--- src/rtl/uart_tx_arb_pkg.sv ---
// Shared types and constants for the uart_tx arbiter and its rotating-priority finder.
package uart_tx_arb_pkg;

  typedef enum logic [1:0] {
    S_IDLE  = 2'd0,
    S_GRANT = 2'd1,
    S_DRAIN = 2'd2
  } arb_state_t;

  localparam logic [7:0] TAG_BASE = 8'hA0;
  localparam int         TMO_W    = 20;

endpackage

--- src/rtl/uart_tx_rr_pick.sv ---
// Rotating-priority finder: first set request at or above ptr, wrapping past NUM_SRC-1 to 0.
module uart_tx_rr_pick #(
  parameter int NUM_SRC = 4,
  parameter int IDX_W   = $clog2(NUM_SRC)
) (
  input  logic [NUM_SRC-1:0] req,
  input  logic [IDX_W-1:0]   ptr,
  output logic [IDX_W-1:0]   idx,
  output logic               any_req
);

  localparam int CW = IDX_W + 1;
  localparam logic [CW-1:0] NSRC_C = CW'(NUM_SRC);

  logic [CW-1:0] cand;
  logic          found;

  // Wrap is an explicit subtract so non-power-of-two source counts stay in range.
  always_comb begin
    idx   = '0;
    found = 1'b0;
    cand  = '0;
    for (int k = 0; k < NUM_SRC; k++) begin
      cand = {1'b0, ptr} + CW'(k);
      if (cand >= NSRC_C) cand = cand - NSRC_C;
      if (!found && req[cand[IDX_W-1:0]]) begin
        found = 1'b1;
        idx   = cand[IDX_W-1:0];
      end
    end
  end

  assign any_req = |req;

endmodule

--- src/rtl/uart_tx_arbiter.sv ---
// Round-robin, packet-locked arbiter sharing one uart_tx byte port among NUM_SRC sources.
// Define UART_TX_ARB_SRC_TAG_EN to prefix every granted packet with tag byte TAG_BASE | grant_id.
module uart_tx_arbiter
  import uart_tx_arb_pkg::*;
#(
  parameter int NUM_SRC     = 4,
  parameter int TIMEOUT_CYC = 50000
) (
  input  logic                       clk,
  input  logic                       rst_n,
  input  logic [NUM_SRC*8-1:0]       src_data,
  input  logic [NUM_SRC-1:0]         src_valid,
  input  logic [NUM_SRC-1:0]         src_last,
  output logic [NUM_SRC-1:0]         src_ready,
  output logic [7:0]                 tx_data,
  output logic                       tx_valid,
  input  logic                       tx_ready,
  output logic [$clog2(NUM_SRC)-1:0] grant_id,
  output logic                       busy,
  output logic                       timeout_pulse,
  output logic [1:0]                 state_dbg
);

  // Handshakes: a byte moves on a clk edge where valid and ready are both high. tx_valid holds
  // tx_data steady until that edge; a source may withdraw src_valid, which only feeds the timeout.

  localparam int GW = $clog2(NUM_SRC);
  localparam logic [GW-1:0]    LAST_IDX  = GW'(NUM_SRC - 1);
  localparam logic [TMO_W-1:0] TMO_LIMIT = TMO_W'(TIMEOUT_CYC - 1);

  arb_state_t       state, state_nxt;
  logic [GW-1:0]    grant_q, grant_nxt;
  logic [GW-1:0]    rr_q, rr_nxt;
  logic [TMO_W-1:0] tmo_q, tmo_nxt;
  logic [7:0]       tx_data_nxt;
  logic             tx_valid_nxt;
  logic             pulse_nxt;

  logic [GW-1:0]    pick_idx;
  logic             any_req;
  logic             g_valid, g_last;
  logic [7:0]       g_data;
  logic             accept, tx_hs, stall;
  logic [GW-1:0]    next_ptr;

  uart_tx_rr_pick #(.NUM_SRC(NUM_SRC), .IDX_W(GW)) u_pick (
    .req     (src_valid),
    .ptr     (rr_q),
    .idx     (pick_idx),
    .any_req (any_req)
  );

  assign g_valid  = src_valid[grant_q];
  assign g_last   = src_last[grant_q];
  assign g_data   = src_data[int'(grant_q)*8 +: 8];
  assign accept   = rst_n && (state == S_GRANT) && !tx_valid && g_valid;
  assign tx_hs    = tx_valid && tx_ready;
  assign stall    = !tx_valid && !g_valid;
  assign next_ptr = (grant_q == LAST_IDX) ? '0 : grant_q + 1'b1;

  always_comb begin
    src_ready = '0;
    if (accept) src_ready[grant_q] = 1'b1;
  end

  always_comb begin
    state_nxt    = state;
    grant_nxt    = grant_q;
    rr_nxt       = rr_q;
    tmo_nxt      = tmo_q;
    tx_data_nxt  = tx_data;
    tx_valid_nxt = tx_valid;
    pulse_nxt    = 1'b0;

    if (tx_hs) tx_valid_nxt = 1'b0;

    case (state)
      S_IDLE: begin
        if (any_req) begin
          grant_nxt = pick_idx;
          tmo_nxt   = '0;
          state_nxt = S_GRANT;
`ifdef UART_TX_ARB_SRC_TAG_EN
          // The tag occupies the holding register, so payload and timeout wait for its handshake.
          tx_data_nxt  = TAG_BASE | {{(8-GW){1'b0}}, pick_idx};
          tx_valid_nxt = 1'b1;
`endif
        end
      end
      S_GRANT: begin
        if (accept) begin
          tx_data_nxt  = g_data;
          tx_valid_nxt = 1'b1;
          tmo_nxt      = '0;
          if (g_last) state_nxt = S_DRAIN;
        end else if (stall) begin
          if (tmo_q == TMO_LIMIT) begin
            pulse_nxt = 1'b1;
            rr_nxt    = next_ptr;
            state_nxt = S_IDLE;
          end else begin
            tmo_nxt = tmo_q + 1'b1;
          end
        end
      end
      S_DRAIN: begin
        if (tx_hs) begin
          rr_nxt    = next_ptr;
          state_nxt = S_IDLE;
        end
      end
      default: state_nxt = S_IDLE;
    endcase
  end

  always_ff @(posedge clk) begin
    if (!rst_n) begin
      state         <= S_IDLE;
      grant_q       <= '0;
      rr_q          <= '0;
      tmo_q         <= '0;
      tx_data       <= '0;
      tx_valid      <= 1'b0;
      timeout_pulse <= 1'b0;
    end else begin
      state         <= state_nxt;
      grant_q       <= grant_nxt;
      rr_q          <= rr_nxt;
      tmo_q         <= tmo_nxt;
      tx_data       <= tx_data_nxt;
      tx_valid      <= tx_valid_nxt;
      timeout_pulse <= pulse_nxt;
    end
  end

  assign grant_id  = grant_q;
  assign busy      = (state != S_IDLE);
  assign state_dbg = state;

endmodule

--- config.mk ---
export PLATFORM = sky130hd
export DESIGN_NAME = uart_tx_arbiter
export DESIGN_NICKNAME = d
export VERILOG_FILES = /design/src/rtl/uart_tx_arb_pkg.sv /design/src/rtl/uart_tx_rr_pick.sv /design/src/rtl/uart_tx_arbiter.sv
export SDC_FILE = /design/constraint.sdc
export NUM_CORES = 1
export LEC_CHECK = 0
export ABC_CLOCK_PERIOD_IN_PS = 4300
export BUFFER_PORTS_ARGS = -buffer_cell sky130_fd_sc_hd__buf_4
export CAP_MARGIN = 0
export CORE_MARGIN = 1.5
export CORE_UTILIZATION = 50
export CTS_BUF_LIST = sky130_fd_sc_hd__clkbuf_4
export DETAILED_ROUTE_END_ITERATION = 6
export PLACE_DENSITY = 0.74
export RECOVER_POWER = 50
export REMOVE_ABC_BUFFERS = 1
export SLEW_MARGIN = 20
export SYNTH_ARGS = -nofsm -noshare
export SYNTH_HDL_FRONTEND = slang
export SYNTH_SLANG_ARGS = --single-unit
--- constraint.sdc ---
create_clock -name clk -period 4.3 [get_ports clk]
set_clock_uncertainty 0.1 [all_clocks]
set_input_delay 0.215 -clock clk [delete_from_list [all_inputs] [get_ports clk]]
set_output_delay 0.215 -clock clk [all_outputs]
set_load 0.02 [all_outputs]
# Yosys cells after proc, flatten, opt, wreduce, memory -nomap -nowiden
# Cells that the tools add are included.
[word_totals]
ff_bits = 36
in_bits = 43
out_inout_bits = 19
wordCells = 116
[op_classes]
addsub = 9
magnitude_cmp = 10
n_eq_ne = 13
n_shift = 1
n_mux = 48
bitwise_logic = 3
reduce_logical = 25
[op_table]
columns = ["cell", "count"]
rows = [
  ["$mux 20", 4],
  ["$pmux 20 s2", 1],
  ["$mux 2", 19],
  ["$shiftx 32x6->8", 1],
  ["$add 20x1->20 const B", 1],
  ["$eq 20x16->1 const B", 1],
  ["$lt 2x3->1 const B", 5],
  ["$mux 1", 14],
  ["$bmux 1 s2", 6],
  ["$reduce_and 5->1", 2],
  ["$ge 3x3->1 const B", 3],
  ["$logic_and 1x1->1", 9],
  ["$ne 3x3->1 const B", 3],
  ["$ne 2x2->1 const B", 4],
  ["$reduce_or 4->1", 2],
  ["$sub 2x1->2 const B", 4],
  ["$add 2x2->3 const B", 2],
  ["$pmux 2 s3", 1],
  ["$reduce_bool 2->1", 3],
  ["$logic_not 1->1", 5],
  ["$eq 2x2->1 const B", 2],
  ["$mux 4", 1],
  ["$pmux 2 s2", 1],
  ["$reduce_and 2->1", 2],
  ["other kinds (11)", 13],
]

# Longest topological paths before layout
[logic_depth]
word_depth = 14
mapped_depth = 8
mapped_depth_nobuf = 6

# Hierarchy
# From an unflattened synthesis, not the netlist that was laid out.
[hier_totals]
hier_cells = 260
area_unflattened_um2 = 2259.7
[modules_own_cells]
columns = ["mod", "n_inst", "cells_per_inst", "area_each_um2", "seq_area_each_um2"]
rows = [
  ["uart_tx_arbiter", 1, 245, 2182.1, 720.7],
  ["uart_tx_rr_pick", 1, 15, 77.6, 0.0],
]

# Worst setup path after synthesis
# Ideal clock, no wire load.
[synth_timing]
kind = "register -> register"
from = "register grant_q[1], in the netlist grant_id[1]"
to = "register tmo_q[2]"
t_arrival_ps = 1919
t_required_ps = 4084
slack_ps = 2164
path_stages_with_launch = 8
cell_sequence = "dfxtp_1 > buf_6 > mux4_2 > nand2_2 > and4_4 > buf_6 > nor2_2 > a31o_2"
[synth_via]
elab_chain_len = 6
word_cells_on_any_way = 10
cone_classes = "2 x eq/ne; 4 x mux; 4 x reduce/logical"
[synth_rtl]
columns = ["element", "line", "text"]
rows = [
  ["from (decl)", "uart_tx_arbiter.sv:32", "logic [GW-1:0] grant_q, grant_nxt;"],
  ["from (signal assigned)", "uart_tx_arbiter.sv:127", "grant_q <= grant_nxt;"],
  ["$bmux 1 s2 *", "uart_tx_arbiter.sv:53", "assign g_valid = src_valid[grant_q];"],
  ["$mux 1 (not written as such) *", "uart_tx_arbiter.sv:53", ""],
  ["$logic_not 1->1", "uart_tx_arbiter.sv:58", "assign stall = !tx_valid && !g_valid;"],
  ["$logic_and 1x1->1", "uart_tx_arbiter.sv:58", ""],
  ["$ne 3x3->1 (no source line)", "-", ""],
  ["$reduce_and 4->1 (no source line)", "-", ""],
  ["to (signal assigned)", "uart_tx_arbiter.sv:129", "tmo_q <= tmo_nxt;"],
  ["to (decl)", "uart_tx_arbiter.sv:34", "logic [TMO_W-1:0] tmo_q, tmo_nxt;"],
]
# Every way passes the cells marked *; elsewhere a longest branch is shown, timed or not. The select of a mux whose other input is x is not followed.
# A chain may end at the register's enable or synchronous reset.

# Worst setup path after layout
[layout_timing]
from = "register grant_q[1], in the netlist grant_id[1]"
to = "output src_ready[0]"
[layout_via]
elab_chain_len = 5
word_cells_on_any_way = 9
cone_classes = "2 x order compare; 5 x mux; 2 x reduce/logical"
[layout_rtl]
columns = ["element", "line", "text"]
rows = [
  ["$lt 2x3->1 (not written as such) / $ge 2x1->1 (equally long branches)", "uart_tx_arbiter.sv:63", "if (accept) src_ready[grant_q] = 1'b1;"],
  ["$logic_and 1x1->1 (not written as such)", "uart_tx_arbiter.sv:63", ""],
  ["$mux 1 (not written as such)", "uart_tx_arbiter.sv:63", ""],
  ["$demux 1 s2", "uart_tx_arbiter.sv:63", ""],
  ["$mux 4 *", "uart_tx_arbiter.sv:63", ""],
  ["to (decl)", "uart_tx_arbiter.sv:14", "output logic [NUM_SRC-1:0] src_ready,"],
]
# Marks and branches as above.

==> results.md <==
* RSZ-0062 raised after global routing: false
* Status: completed
* Final core occ at 0.621
* Clk Latency, worst-skew pair at 0.35 ns
* Post-synthesis mux area share at 0.123
* Vias after detailed routing at 2195
* Avg WL per Cell at 15.4 microns
* Slew margin rel. at 0.484
* XOR/XNOR Fraction of Synth Area at 0.00392
* Top post-synthesis cells by area: dfxtp_1, mux4_2, a21oi_1
* Leak Pwr at 0.981 nW
* Yosys warning total at 0
* Crit-path leading delay family: simple AND/OR/NAND/NOR gates
* Slew @ Worst Pin at 0.772 ns
* Internal cell power at 0.000472 W
* Cell taking the most area after synthesis: dfxtp_1
* CP bufs+invs at 1
* Syn Std Cell Area at 2230 sq um
* Gpl congestion at 0.831
* Max clock buf depth at 2
* F_max at 0.337 GHz
* Drt pass-1 iters at 4
* Post-synth EDFFs at 0
* Crit path cell chain: mux4_2, nand2_1, nor2_1, and2_1, buf_4
* Syn Area/Cell at 8.70 sq um
* Clk sink count at 36
* Library cells used by synthesis at 48
* Starting Density at 0.517
* Asr flop ratio synth at 0
* Syn Inst Count at 257
* DRC violations left at 0
* Total wire length at 5650 microns
* Initial antenna violation count at 0
* Comb power frac at 0.219
* Largest net degree at the start of global routing at 21
* Post-synthesis adder-cell area fraction at 0.0280
* Reg power frac at 0.511
* Worst Hold Class: input port to register
* Nets at 361
* Post-DRT Antenna Nets at 0
* Final HPWL DP at 4200 microns
* Top-count cell post-synth: dfxtp_1
* Register area share after synthesis at 0.323
* Floorplan row count at 24
* Final setup violation count at 0
* Final min period at 2.97 ns
* Final hold viol count at 0
* Count of final max-slew check failures at 0
* Vias in the first global route at 2016
* Main synth FF type: dfxtp_1
* Initial detailed-routing violation count at 123
* Antenna cells at 0
* Crit Path Category: register to primary output
* Pwr/cell area at 257 nW/um^2
* Die span in x at 69.9 microns
* CTS clk-pin slew, worst paths at 0.12 ns
* TritonCTS clock tree: yes
* FF+latch count, synth at 36
* Number of vias per cell at 6.00
* Req. time, crit path at 3.98 ns
* Synth cell count leaders: dfxtp_1, a21oi_1, nand2_1, nor2_1, or4_1
* Slowest CP cell: dfxtp_1
* Synth Area in Compound Gates at 0.199
* TritonCTS Buffers at 5
* Clk pwr share at 0.270
* Net switching power at 0.000219 W
* Worst Hold Slack at 0.0322 ns
* I/O pin total at 62
* Dpl cells at 358
* VDD IR max at 164 uV
* Worst Path Max Fanout at 17
* CTS root buf: clkbuf_4
* Simple-gate area share of the yosys netlist at 0.277
* Core Region at 4320 sq um
* # hold bufs at CTS at 0
* # resized after CTS at 0
* Die H at 69.9 microns
* H-tree depth at 2
* Post-route setup TNS at 0 ns
* Share of layout cells above drive strength 1 at 0.245
* Max-Cap Viols at 0
* Switching Share at 0.317
* Remaining Overflow, GRT at 0
* Crit path DAT at 2.66 ns
* First-pass GRT wire length at 9760 microns
* Non-Filler Instances at 366
* Final Cycle Share at 0.691
* Synth top area share at 0.323
* Setup bufs post-CTS at 0
* PortBufs at 61
* Total GRT Usage at 0.248
* Area Growth Syn to Fin at 20.2%
* Worst Setup End Kind: primary output
* Die Area at 4880 sq um
* Main combinational cell family by area after synthesis: simple AND/OR/NAND/NOR gates
* CP Launch Type: register
* Max stage delay on crit path at 0.79 ns
-- metrics by stage --
step           cell area [sq um]  total power [W]  setup slack (ns)
2_1_floorplan               2160         0.000450              1.89
3_3_place_gp                2690         0.000516              1.64
3_5_place_dp                2690         0.000519              1.65
4_1_cts                     2740         0.000705              1.35
5_1_grt                     2690         0.000727              1.15
6_report                    2690         0.000691              1.33
-- placed cells by master (no fill, tap or decap), types with 2 or more instances in the layout --
cell,count
inv_1,7
o21ai_0,5
ha_1,5
nor3_1,3
and2_1,7
dfxtp_1,36
nand2b_1,6
or4_1,11
nand3_1,8
nor2b_1,2
o21a_1,2
and3_1,3
a21oi_1,34
buf_4,47
a31o_2,4
nand2_1,34
nor3b_1,2
mux4_2,10
a211oi_1,2
nor2_1,14
clkbuf_1,15
o31ai_1,8
a31oi_1,4
nand4_1,5
clkbuf_4,5
or3_1,4
and4_1,4
mux2i_1,5
clkinv_2,2
-- registers in the layout, indices dropped and copies added, names as in the netlist --
name and flops:
tmo_q 20, tx_data 8, grant_id 2, rr_q 2
state_dbg 2, timeout_pulse 1, tx_valid 1
-- path summary, 6_finish.rpt --
path	startpoint	end	slack, ns	cells past startpoint
min reg2reg	tx_data[6]$_SDFFE_PN0P_	tx_data[6]$_SDFFE_PN0P_	0.36	2
max reg2reg	grant_id[1]$_SDFFE_PN0P_	tmo_q[3]$_SDFFE_PN0P_	1.65	5
max	grant_id[1]$_SDFFE_PN0P_	src_ready[0]	1.33	5
min	tx_ready	tx_valid$_SDFF_PN0_	0.03	3
-- worst min-delay path: cells and delay by family --
| family | cells | cell delay (ns) |
|---|---|---|
| AOI/OAI and AO/OA | 1 | 0.06 |
| buffers and inverters | 1 | 0.08 |
| and+or+nand+nor | 1 | 0.09 |
-- power by group through the flow --
stage / Combinational [W] / Clock [W] / Sequential [W]
6_report: 0.000151 / 0.000186 / 0.000353
5_1_grt: 0.000165 / 0.000207 / 0.000355
4_1_cts: 0.000158 / 0.000193 / 0.000353
3_5_place_dp: 0.000158 / 0 / 0.000361
3_3_place_gp: 0.000156 / 0 / 0.000361
2_1_floorplan: 0.0000812 / 0 / 0.000368
-- kinds of logic after synthesis --
| kind of cell | count (synthesis) |
|---|---|
| buffers and inverters | 20 |
| DFF | 36 |
| AOI/OAI and AO/OA | 68 |
| adders and majority gates | 5 |
| and+or+nand+nor | 112 |
| muxes | 15 |
| xor gates and xnor gates | 1 |
-- per-layer routing --
layer,vias up,wire length (microns),track usage
met4,0,76,0.0726
met3,8,301,0.0534
met1,1044,2580,0.349
li1,1086,-,-
met5,-,0,0
met2,57,2690,0.385
-- final cells by class --
cell class	instances	area, sq um
clock buffer	5	37.5
clock inverter	3	18.8
fill	418	1640
inverter	7	26.3
multi-input combinational	201	1410
sequential	36	721
tap	52	65.1
timing repair buffer	62	409
Power figures use the tool's default switching activity.
